File: src/rtl/cpu_pkg.sv
// Shared CPU front-end types: fetch-PC FSM states, redirect priorities and the boot address.
package cpu_pkg;

    typedef enum logic [1:0] {
        S_BOOT,
        S_REQ,
        S_WAIT_EXC
    } pc_state_t;

    // Ordered so that a numerically larger value means a more important redirect.
    typedef enum logic [1:0] {
        PRIO_NONE,
        PRIO_JMP,
        PRIO_BR,
        PRIO_EXC
    } redir_prio_t;

    localparam logic [31:0] PCRstAddr = 32'hBFC0_0000;

    // True when a new redirect of priority 'incoming' may replace a held one of priority 'held'.
    function automatic logic prio_wins(input redir_prio_t incoming, input redir_prio_t held);
        return (incoming != PRIO_NONE) && (incoming >= held);
    endfunction

endpackage

File: src/rtl/pc_gen_if.sv
// Fetch-request channel between the PC generator (master) and the I-cache (slave).
interface pc_gen_if #(
    parameter int PC_W    = 32,
    parameter int FETCH_N = 2
);
    logic               req_valid;
    logic               req_ready;
    logic [PC_W-1:0]    req_pc;
    logic [FETCH_N-1:0] req_mask;
    logic               req_adel;

    modport master (
        output req_valid,
        output req_pc,
        output req_mask,
        output req_adel,
        input  req_ready
    );

    modport slave (
        input  req_valid,
        input  req_pc,
        input  req_mask,
        input  req_adel,
        output req_ready
    );
endinterface

File: src/rtl/pc_redirect_arb.sv
// Picks the most important redirect each cycle and holds one pending redirect until the
// outstanding fetch request is accepted.
module pc_redirect_arb
    import cpu_pkg::*;
#(
    parameter int PC_W = 32
) (
    input  logic            clk,
    input  logic            rst,
    input  logic            exc_valid,
    input  logic [PC_W-1:0] exc_target,
    input  logic            br_valid,
    input  logic [PC_W-1:0] br_target,
    input  logic            jmp_valid,
    input  logic [PC_W-1:0] jmp_target,
    input  logic            capture_en,
    input  logic            consume,
    output logic            redir_valid,
    output logic [PC_W-1:0] redir_target
);

    redir_prio_t     win_prio;
    logic [PC_W-1:0] win_target;
    redir_prio_t     buf_prio_q;
    logic [PC_W-1:0] buf_target_q;

    always_comb begin
        win_prio   = PRIO_NONE;
        win_target = '0;
        if (exc_valid) begin
            win_prio   = PRIO_EXC;
            win_target = exc_target;
        end else if (br_valid) begin
            win_prio   = PRIO_BR;
            win_target = br_target;
        end else if (jmp_valid) begin
            win_prio   = PRIO_JMP;
            win_target = jmp_target;
        end
    end

    // A same-cycle redirect beats the buffered one on a tie: it is the more recent decision.
    always_comb begin
        redir_valid  = 1'b0;
        redir_target = '0;
        if (prio_wins(win_prio, buf_prio_q)) begin
            redir_valid  = 1'b1;
            redir_target = win_target;
        end else if (buf_prio_q != PRIO_NONE) begin
            redir_valid  = 1'b1;
            redir_target = buf_target_q;
        end
    end

    always_ff @(posedge clk) begin
        if (rst) begin
            buf_prio_q   <= PRIO_NONE;
            buf_target_q <= '0;
        end else if (consume) begin
            buf_prio_q   <= PRIO_NONE;
            buf_target_q <= '0;
        end else if (capture_en && prio_wins(win_prio, buf_prio_q)) begin
            buf_prio_q   <= win_prio;
            buf_target_q <= win_target;
        end
    end

endmodule

File: src/rtl/pc_gen.sv
// Fetch-PC generator: boot sequencing, group-aligned increment, prioritised redirects and
// misaligned-address tagging for every I-cache request.
module pc_gen
    import cpu_pkg::*;
#(
    parameter int              PC_W     = 32,
    parameter logic [PC_W-1:0] RST_ADDR = PC_W'(PCRstAddr),
    parameter int              FETCH_N  = 2
) (
    input  logic            clk,
    input  logic            rst,
    input  logic            exc_valid,
    input  logic [PC_W-1:0] exc_target,
    input  logic            br_valid,
    input  logic [PC_W-1:0] br_target,
    input  logic            jmp_valid,
    input  logic [PC_W-1:0] jmp_target,
    input  logic            stall,
    pc_gen_if.master        req
);

    localparam int STEP = FETCH_N * 4;
    localparam int OFS  = $clog2(STEP);

    pc_state_t          state_q;
    logic [PC_W-1:0]    pc_q;
    logic               valid_q;
    logic               fire;
    logic               adel;
    logic [PC_W-1:0]    seq_pc;
    logic [FETCH_N-1:0] grp_mask;
    logic               redir_valid;
    logic [PC_W-1:0]    redir_target;

    assign fire   = valid_q & req.req_ready & ~stall;
    assign adel   = valid_q & (pc_q[1:0] != 2'b00);
    assign seq_pc = {pc_q[PC_W-1:OFS], {OFS{1'b0}}} + PC_W'(STEP);

    // Slots before the entry point of the group hold instructions we must not execute.
    always_comb begin
        grp_mask = '1;
        for (int i = 0; i < FETCH_N; i++) begin
            grp_mask[i] = (((pc_q >> 2) & PC_W'(FETCH_N - 1)) <= PC_W'(i));
        end
    end

    assign req.req_valid = valid_q;
    assign req.req_pc    = pc_q;
    assign req.req_mask  = valid_q ? grp_mask : '1;
    assign req.req_adel  = adel;

    pc_redirect_arb #(
        .PC_W(PC_W)
    ) u_arb (
        .clk         (clk),
        .rst         (rst),
        .exc_valid   (exc_valid),
        .exc_target  (exc_target),
        .br_valid    (br_valid),
        .br_target   (br_target),
        .jmp_valid   (jmp_valid),
        .jmp_target  (jmp_target),
        .capture_en  ((state_q == S_REQ) & ~fire),
        .consume     (fire),
        .redir_valid (redir_valid),
        .redir_target(redir_target)
    );

    // A misaligned request parks the front end until the exception redirect arrives.
    always_ff @(posedge clk) begin
        if (rst) begin
            state_q <= S_BOOT;
            pc_q    <= RST_ADDR;
            valid_q <= 1'b0;
        end else begin
            case (state_q)
                S_BOOT: begin
                    state_q <= S_REQ;
                    valid_q <= 1'b1;
                    if (redir_valid) begin
                        pc_q <= redir_target;
                    end
                end
                S_REQ: begin
                    if (fire) begin
                        if (adel) begin
                            state_q <= S_WAIT_EXC;
                            valid_q <= 1'b0;
                        end else if (redir_valid) begin
                            pc_q <= redir_target;
                        end else begin
                            pc_q <= seq_pc;
                        end
                    end
                end
                S_WAIT_EXC: begin
                    if (exc_valid) begin
                        pc_q    <= exc_target;
                        state_q <= S_REQ;
                        valid_q <= 1'b1;
                    end
                end
                default: begin
                    state_q <= S_BOOT;
                    valid_q <= 1'b0;
                end
            endcase
        end
    end

endmodule
File: src/flat_wrapper.sv
// flat-port wrapper written by rule: the top's interface ports become plain ports
module pc_gen_flat import cpu_pkg::*;
#(
    parameter int              PC_W     = 32,
    parameter logic [PC_W-1:0] RST_ADDR = PC_W'(PCRstAddr),
    parameter int              FETCH_N  = 2
)
  (clk, rst, exc_valid, exc_target, br_valid, br_target, jmp_valid, jmp_target, stall, req_req_valid, req_req_pc, req_req_mask, req_req_adel, req_req_ready);
  pc_gen_if #(.PC_W(PC_W), .FETCH_N(FETCH_N)) req_i ();
  input  logic clk;
  input  logic rst;
  input  logic exc_valid;
  input  logic [PC_W-1:0] exc_target;
  input  logic br_valid;
  input  logic [PC_W-1:0] br_target;
  input  logic jmp_valid;
  input  logic [PC_W-1:0] jmp_target;
  input  logic stall;
  output wire logic [$bits(req_i.req_valid)-1:0] req_req_valid;
  output wire logic [$bits(req_i.req_pc)-1:0] req_req_pc;
  output wire logic [$bits(req_i.req_mask)-1:0] req_req_mask;
  output wire logic [$bits(req_i.req_adel)-1:0] req_req_adel;
  input wire logic [$bits(req_i.req_ready)-1:0] req_req_ready;
  assign req_req_valid = req_i.req_valid;
  assign req_req_pc = req_i.req_pc;
  assign req_req_mask = req_i.req_mask;
  assign req_req_adel = req_i.req_adel;
  assign req_i.req_ready = req_req_ready;
  pc_gen #(.PC_W(PC_W), .RST_ADDR(RST_ADDR), .FETCH_N(FETCH_N)) u_core (.clk(clk), .rst(rst), .exc_valid(exc_valid), .exc_target(exc_target), .br_valid(br_valid), .br_target(br_target), .jmp_valid(jmp_valid), .jmp_target(jmp_target), .stall(stall), .req(req_i));
endmodule
File: config.mk
export PLATFORM = sky130hd
export DESIGN_NAME = pc_gen_flat
export DESIGN_NICKNAME = d
export VERILOG_FILES = /design/src/rtl/cpu_pkg.sv /design/src/rtl/pc_gen_if.sv /design/src/rtl/pc_redirect_arb.sv /design/src/rtl/pc_gen.sv /design/src/flat_wrapper.sv
export SDC_FILE = /design/constraint.sdc
export NUM_CORES = 1
export LEC_CHECK = 0
export CORE_MARGIN = 1.5
export CORE_UTILIZATION = 53
export DETAILED_ROUTE_END_ITERATION = 16
export GPL_TIMING_DRIVEN = 0
export PLACE_DENSITY = 0.95
export SYNTH_ARGS = -nofsm -noshare
export SYNTH_HDL_FRONTEND = slang
export SYNTH_SLANG_ARGS = --single-unit
File: constraint.sdc
create_clock -name clk -period 7.7 [get_ports clk]
set_clock_uncertainty 0.1 [all_clocks]
set_input_delay 1.155 -clock clk [delete_from_list [all_inputs] [get_ports clk]]
set_output_delay 1.155 -clock clk [all_outputs]
set_load 0.05 [all_outputs]
After elaboration in Yosys (flattened, before gate mapping)
Index checks and enable logic that the tools add are counted.
- order comparisons: 3
- equality and inequality tests: 7
- add/sub/neg operators: 1
- bitwise logic cells: 6
- mux-type cells: 25
- reduce and logical (&&, ||, !) cells: 10
- operator list (cell ; count):
    32-bit two-way mux ; 10
    32-bit case mux with 3 select lines ; 1
    32-bit by 4-bit adder with 32-bit output (second input constant) ; 1
    2-bit two-way mux ; 6
    1-bit two-way mux ; 6
    2-bit inequality test (second input constant) ; 3
    2-bit case mux with 3 select lines ; 1
    2-bit nonzero test ; 3
    5-bit AND reduction ; 1
    1-bit AND ; 4
    2-bit by 1-bit inequality test with 1-bit output (second input constant) ; 2
    1-bit case mux with 3 select lines ; 1
    3-bit AND reduction ; 1
    3-bit nonzero test ; 1
    2-bit by 1-bit equality test with 1-bit output (second input constant) ; 1
    2-bit equality test (second input constant) ; 1
    2-bit greater-or-equal comparator ; 1
    1-bit <= comparator (second input constant) ; 2
    1-bit logical AND ; 2
    2-bit zero test ; 1
    1-bit inverter ; 2
    2-bit OR reduction ; 1
- input bits: 103
- output and inout port bits: 36
- logic and storage cells: 57
- register bits: 69

Depth between registers and ports, before layout
- depth in word-level cells: 10
- depth in mapped cells: 14
- depth with buffers taken out: 9

Modules after synthesis
From an unflattened synthesis, not the netlist that was laid out.
- cells, all modules: 730
- area, all modules: 5312.6 um^2
- modules (own cells, without submodules) (module ; seq. area each (um^2) ; area each (um^2) ; instances ; cells each):
    pc_gen ; 700.7 ; 2788.9 ; 1 ; 383
    pc_redirect_arb ; 680.7 ; 2523.7 ; 1 ; 347

Worst setup path after synthesis
Ideal clock, no wire load.
- kind: input port to flip-flop
- from: input port exc_valid
- to: register u_core.pc_q[31], in the netlist u_core.req.req_pc[31]
- arrival: 3.625 ns
- stages on the path: 12
- setup slack: 3.853 ns
- setup time: 0.122 ns
- path buffers: 4
- required time: 7.478 ns
- cells stage by stage: buf_2 clkbuf_1 clkbuf_1 nor2_1 ha_1 nand2b_1 a21o_1 buf_2 a31oi_4 a21oi_1 a211o_1 a221o_1
- longest elaborated chain between the ends: 8
- elaborated cells between the ends (all ways): 15
- those cells by class: 1 x order compare; 2 x eq/ne; 9 x mux; 3 x reduce/logical
- ends and longest elaborated chain (element ; line ; source):
    start, declared ; flat_wrapper.sv:12 ; input logic exc_valid;
    2-bit two-way mux ; pc_redirect_arb.sv:30 ; if (exc_valid) begin
    2-bit greater-or-equal comparator or 2-bit nonzero test (tied branches) ; cpu_pkg.sv:22 ; return (incoming != PRIO_NONE) && (incoming >= held);
    1-bit logical AND ; cpu_pkg.sv:22 ;
    32-bit two-way mux or 1-bit two-way mux (tied branches) ; pc_redirect_arb.sv:46 ; if (prio_wins(win_prio, buf_prio_q)) begin
    32-bit two-way mux ; pc_gen.sv:89 ; end else if (redir_valid) begin
    32-bit two-way mux ; pc_gen.sv:86 ; if (adel) begin
    32-bit two-way mux ; pc_gen.sv:85 ; if (fire) begin
    32-bit case mux with 3 select lines ; pc_gen.sv:76 ; case (state_q)
    end signal, assigned ; pc_gen.sv:81 ; pc_q <= redir_target;
    end signal, assigned ; pc_gen.sv:90 ; pc_q <= redir_target;
    end signal, assigned ; pc_gen.sv:92 ; pc_q <= seq_pc;
    end, declared ; pc_gen.sv:26 ; logic [PC_W-1:0] pc_q;
Parallel ways exist; a longest one is shown, timed or not. The select of a mux whose other input is x is not followed.
A chain may end at the register's enable or synchronous reset.

Final worst setup path
- from: input port jmp_valid
- to: register u_core.pc_q[9], in the netlist u_core.req.req_pc[9]
- longest elaborated chain between the ends: 10
- elaborated cells between the ends (all ways): 18
- those cells by class: 1 x order compare; 1 x eq/ne; 13 x mux; 3 x reduce/logical
- ends and longest elaborated chain (element ; line ; source):
    start, declared ; flat_wrapper.sv:16 ; input logic jmp_valid;
    1-bit two-way mux ; pc_redirect_arb.sv:36 ; end else if (jmp_valid) begin
    2-bit two-way mux ; pc_redirect_arb.sv:33 ; end else if (br_valid) begin
    2-bit two-way mux ; pc_redirect_arb.sv:30 ;
    2-bit greater-or-equal comparator or 2-bit nonzero test (tied branches) ; cpu_pkg.sv:22 ;
    1-bit logical AND ; cpu_pkg.sv:22 ;
    32-bit two-way mux or 1-bit two-way mux (tied branches) ; pc_redirect_arb.sv:46 ;
    32-bit two-way mux ; pc_gen.sv:89 ;
    32-bit two-way mux ; pc_gen.sv:86 ;
    32-bit two-way mux ; pc_gen.sv:85 ;
    32-bit case mux with 3 select lines ; pc_gen.sv:76 ;
Parallel ways exist; a longest one is shown, timed or not. The select of a mux whose other input is x is not followed.

==> flow_summary_export.csv <==
group,metric,value,unit
power,power.density,357,nW/µm²
global_routing,grt_max_degree,14,
logic_synthesis,synth_warnings,0,
worst_setup_path,cp.depth,12,
drt,drt-total-wl,21.1,mm
clock_network,post_cts_resized,0,
place,globalplace.congestion,0.974,
worst_setup_path,criticalPathCategory,"in -> reg",
power,p_leak,0.00240,µW
worst_hold_path,holdCritPathClass,"reg -> reg",
layout,layout.nets,922,
layout,n_antenna_cell,0,
clock_network,h-tree-depth,3,
sta,max_slew_margin,0.478,
sta,drv_slew,0,
clock_network,clock_sinks,69,
power,vdd_drop_max,292,µV
logic_synthesis,synthTopCellsByArea,"dfxtp_1 (28%), nand2_1 (9.7%), a21oi_1 (7.5%), o21ai_0 (5.4%), a22oi_1 (3.0%)",
clock_network,clk_pin_slew_worst_paths,0.09,ns
clock_network,clockBufferDepth,2,
logic_synthesis,synth_top_cell_area_share,0.279,
drt,remaining_drc_errors,0,
global_routing,grt_pass1_wl,31.7,mm
clock_network,clkLatencyLatePin,0.35,ns
run_status,status,"completed",
logic_synthesis,post-synth-top-count-cell,"nand2_1",
worst_setup_path,crit_chain,"clkdlybuf4s50_1 > nor2b_1 > buf_2 > nor2_1 > ha_1 > nand2b_1 > a21oi_1 > o21ai_0 > o21ai_1 > clkbuf_1 > o211ai_1 > o211ai_1",
logic_synthesis,synth-edff-count,0,
sta,worst_pin_slew,0.783,ns
drt,drtAntennaViolNets,0,
layout,regArea,1380,µm²
logic_synthesis,netlist_area,4950,µm²
drt,drt_iter0_drc,844,
logic_synthesis,ys.flop_type,"dfxtp_1",
logic_synthesis,syn_nets,776,
worst_setup_path,slowest_delay,0.60,ns
worst_setup_path,cp_common_cell,"o211ai_1",
worst_setup_path,cp.required,7.88,ns
worst_setup_path,cp_slowest_cell,"clkbuf_1",
sta,fin_tns_setup,0,ns
place,place_area,6440,µm²
sta,fin_crit,4.88,ns
clock_network,cts_hold_buf,0,
clock_network,numCtsBuffers,9,
global_routing,overflow,0,
floorplanning,fp.dieW,99.7,µm
logic_synthesis,synth_seq_cells,69,
worst_setup_path,crit_family,"buffers and inverters",
sta,finalHoldViolCount,0,
floorplanning,core,9150,µm²
layout,multiInputGateArea,3210,µm²
floorplanning,initial_core_util,0.541,
worst_setup_path,cp_num_buf_inv,3,
worst_setup_path,rr_worst_depth,8,
power,power,2390,µW
floorplanning,die-height,99.7,µm
worst_setup_path,arrival,5.06,ns
sta,rsz0062_at_grt,"false",
layout,nFillCells,767,
logic_synthesis,ys_top_cells_by_count,"nand2_1 (128), a21oi_1 (74), dfxtp_1 (69)",
logic_synthesis,syn_avg_cell_area,7.44,µm²
global_routing,track_usage,0.417,
clock_network,cts_setup_buffers,0,
logic_synthesis,yosys.area.top_type,"dfxtp_1",
logic_synthesis,synthCells,666,
place,place_hpwl,15.9,mm
run,max-cap-violations,0,
layout,final_area,6710,µm²
clock_network,cts_tree,"yes",
layout,drive_gt1_frac,0.100,
global_routing,grt_pass1_vias,5812,
sta,finalSetupViolations,0,
worst_hold_path,min_path_cells,2,
drt,vias,6293,
sta,fmax,205,MHz
floorplanning,num_rows,35,
logic_synthesis,ys_types,79,
layout,fin_util,0.733,
floorplanning,dieArea,9930,µm²
global_routing,antenna_found_initial,0,
worst_setup_path,setup.worst_path.end_class,"register",
drt,avgViaCountPerCell,6.78,
place,port_buffers,135,
floorplanning,io_pins,139,
sta,min_period_over_period,0.634,
worst_setup_path,path_max_fanout,10,
drt,first_pass_iters,9,
logic_synthesis,async_flop_share,0,
logic_synthesis,seq_area_frac_synth,0.279,
drt,wl_per_cell,22.7,µm
worst_setup_path,start_kind,"input port",
clock_network,root_buffer,"clkbuf_8",
layout,area_growth,35.5,%
worst reg2reg max path: stages (launching register included):
cell and delay, ns:
dfxtp_1 0.38, ha_1 0.25, nand2b_1 0.17, a21oi_1 0.18
o21ai_0 0.27, o21ai_1 0.58, clkbuf_1 0.60, o211ai_1 0.20
o211ai_1 0.14
sequential cells by signal (all words and copies together), names as in the netlist:
name / flops
u_core.req.req_valid: 1
u_core.state_q: 2
u_core.u_arb.buf_prio_q: 2
u_core.req.req_pc: 32
u_core.u_arb.buf_target_q: 32
final cells by class:
class,count,share of cell area
buffer,57,0.0449
timing repair buffer,135,0.201
multi-input combinational,524,0.478
clock buffer,9,0.0185
sequential,69,0.206
clock inverter,7,0.0218
inverter,16,0.00895
tap,111,0.0207
layer usage:
layer,vias up,track usage,share of wire
met1,2939,0.564,0.38
met4,0,0.156,0.029
met5,-,0,0
met2,520,0.639,0.45
met3,61,0.109,0.14
li1,2773,-,-
worst paths after layout:
check	from	end	slack, ns
max	jmp_valid	u_core.req.req_pc[9]	2.82
min	u_core.u_arb.buf_target_q[9]	u_core.u_arb.buf_target_q[9]	0.36
max reg2reg	u_core.u_arb.buf_prio_q[0]	u_core.req.req_pc[9]	4.76
min reg2reg	u_core.u_arb.buf_target_q[9]	u_core.u_arb.buf_target_q[9]	0.36
power by group:
group          switching [µW]  internal, µW
clock                     162           250
combinational             918           457
sequential                140           465
total                    1220          1170
through the flow:
step / hold WS [ns] / instances / worst slack (ns)
after floorplan: 0.332 / 666 / 3.85
after global placement: 0.340 / 912 / 2.63
after detailed placement: 0.346 / 912 / 2.59
after CTS: 0.356 / 928 / 3.00
after global routing: 0.383 / 928 / 2.75
final: 0.357 / 928 / 2.82
cells by family (layout without fill, tap and decap cells):
kind of cell,Yosys count,after routing,share of synthesized area
other cells,1,1,0.000757
compound gates,248,248,0.337
flops,69,69,0.279
buf+inv,73,224,0.0730
simple gates,248,248,0.252
fa+ha+maj,7,7,0.0177
mux,12,12,0.0265
xor+xnor,8,8,0.0141
layout by cell type (no fill, tap or decap), types with 4 or more instances in the layout:
master,n
a211oi_1,7
a21oi_1,74
a221o_1,11
a221oi_1,10
a22oi_1,20
a2bb2oi_1,7
a31oi_1,8
a32oi_1,4
and2_1,4
and3_1,7
buf_2,20
buf_6,6
bufinv_16,4
clkbuf_1,25
clkbuf_8,9
clkdlybuf4s50_1,135
dfxtp_1,69
ha_1,7
inv_1,15
mux2_2,7
nand2_1,128
nand3_1,20
nand3b_1,11
nand4_1,8
nor2_1,22
nor2b_1,6
nor3_1,9
nor4_1,7
o211ai_1,10
o21ai_0,53
o21ai_1,4
xor2_1,5
No activity file was read; power rests on OpenSTA's default activity.
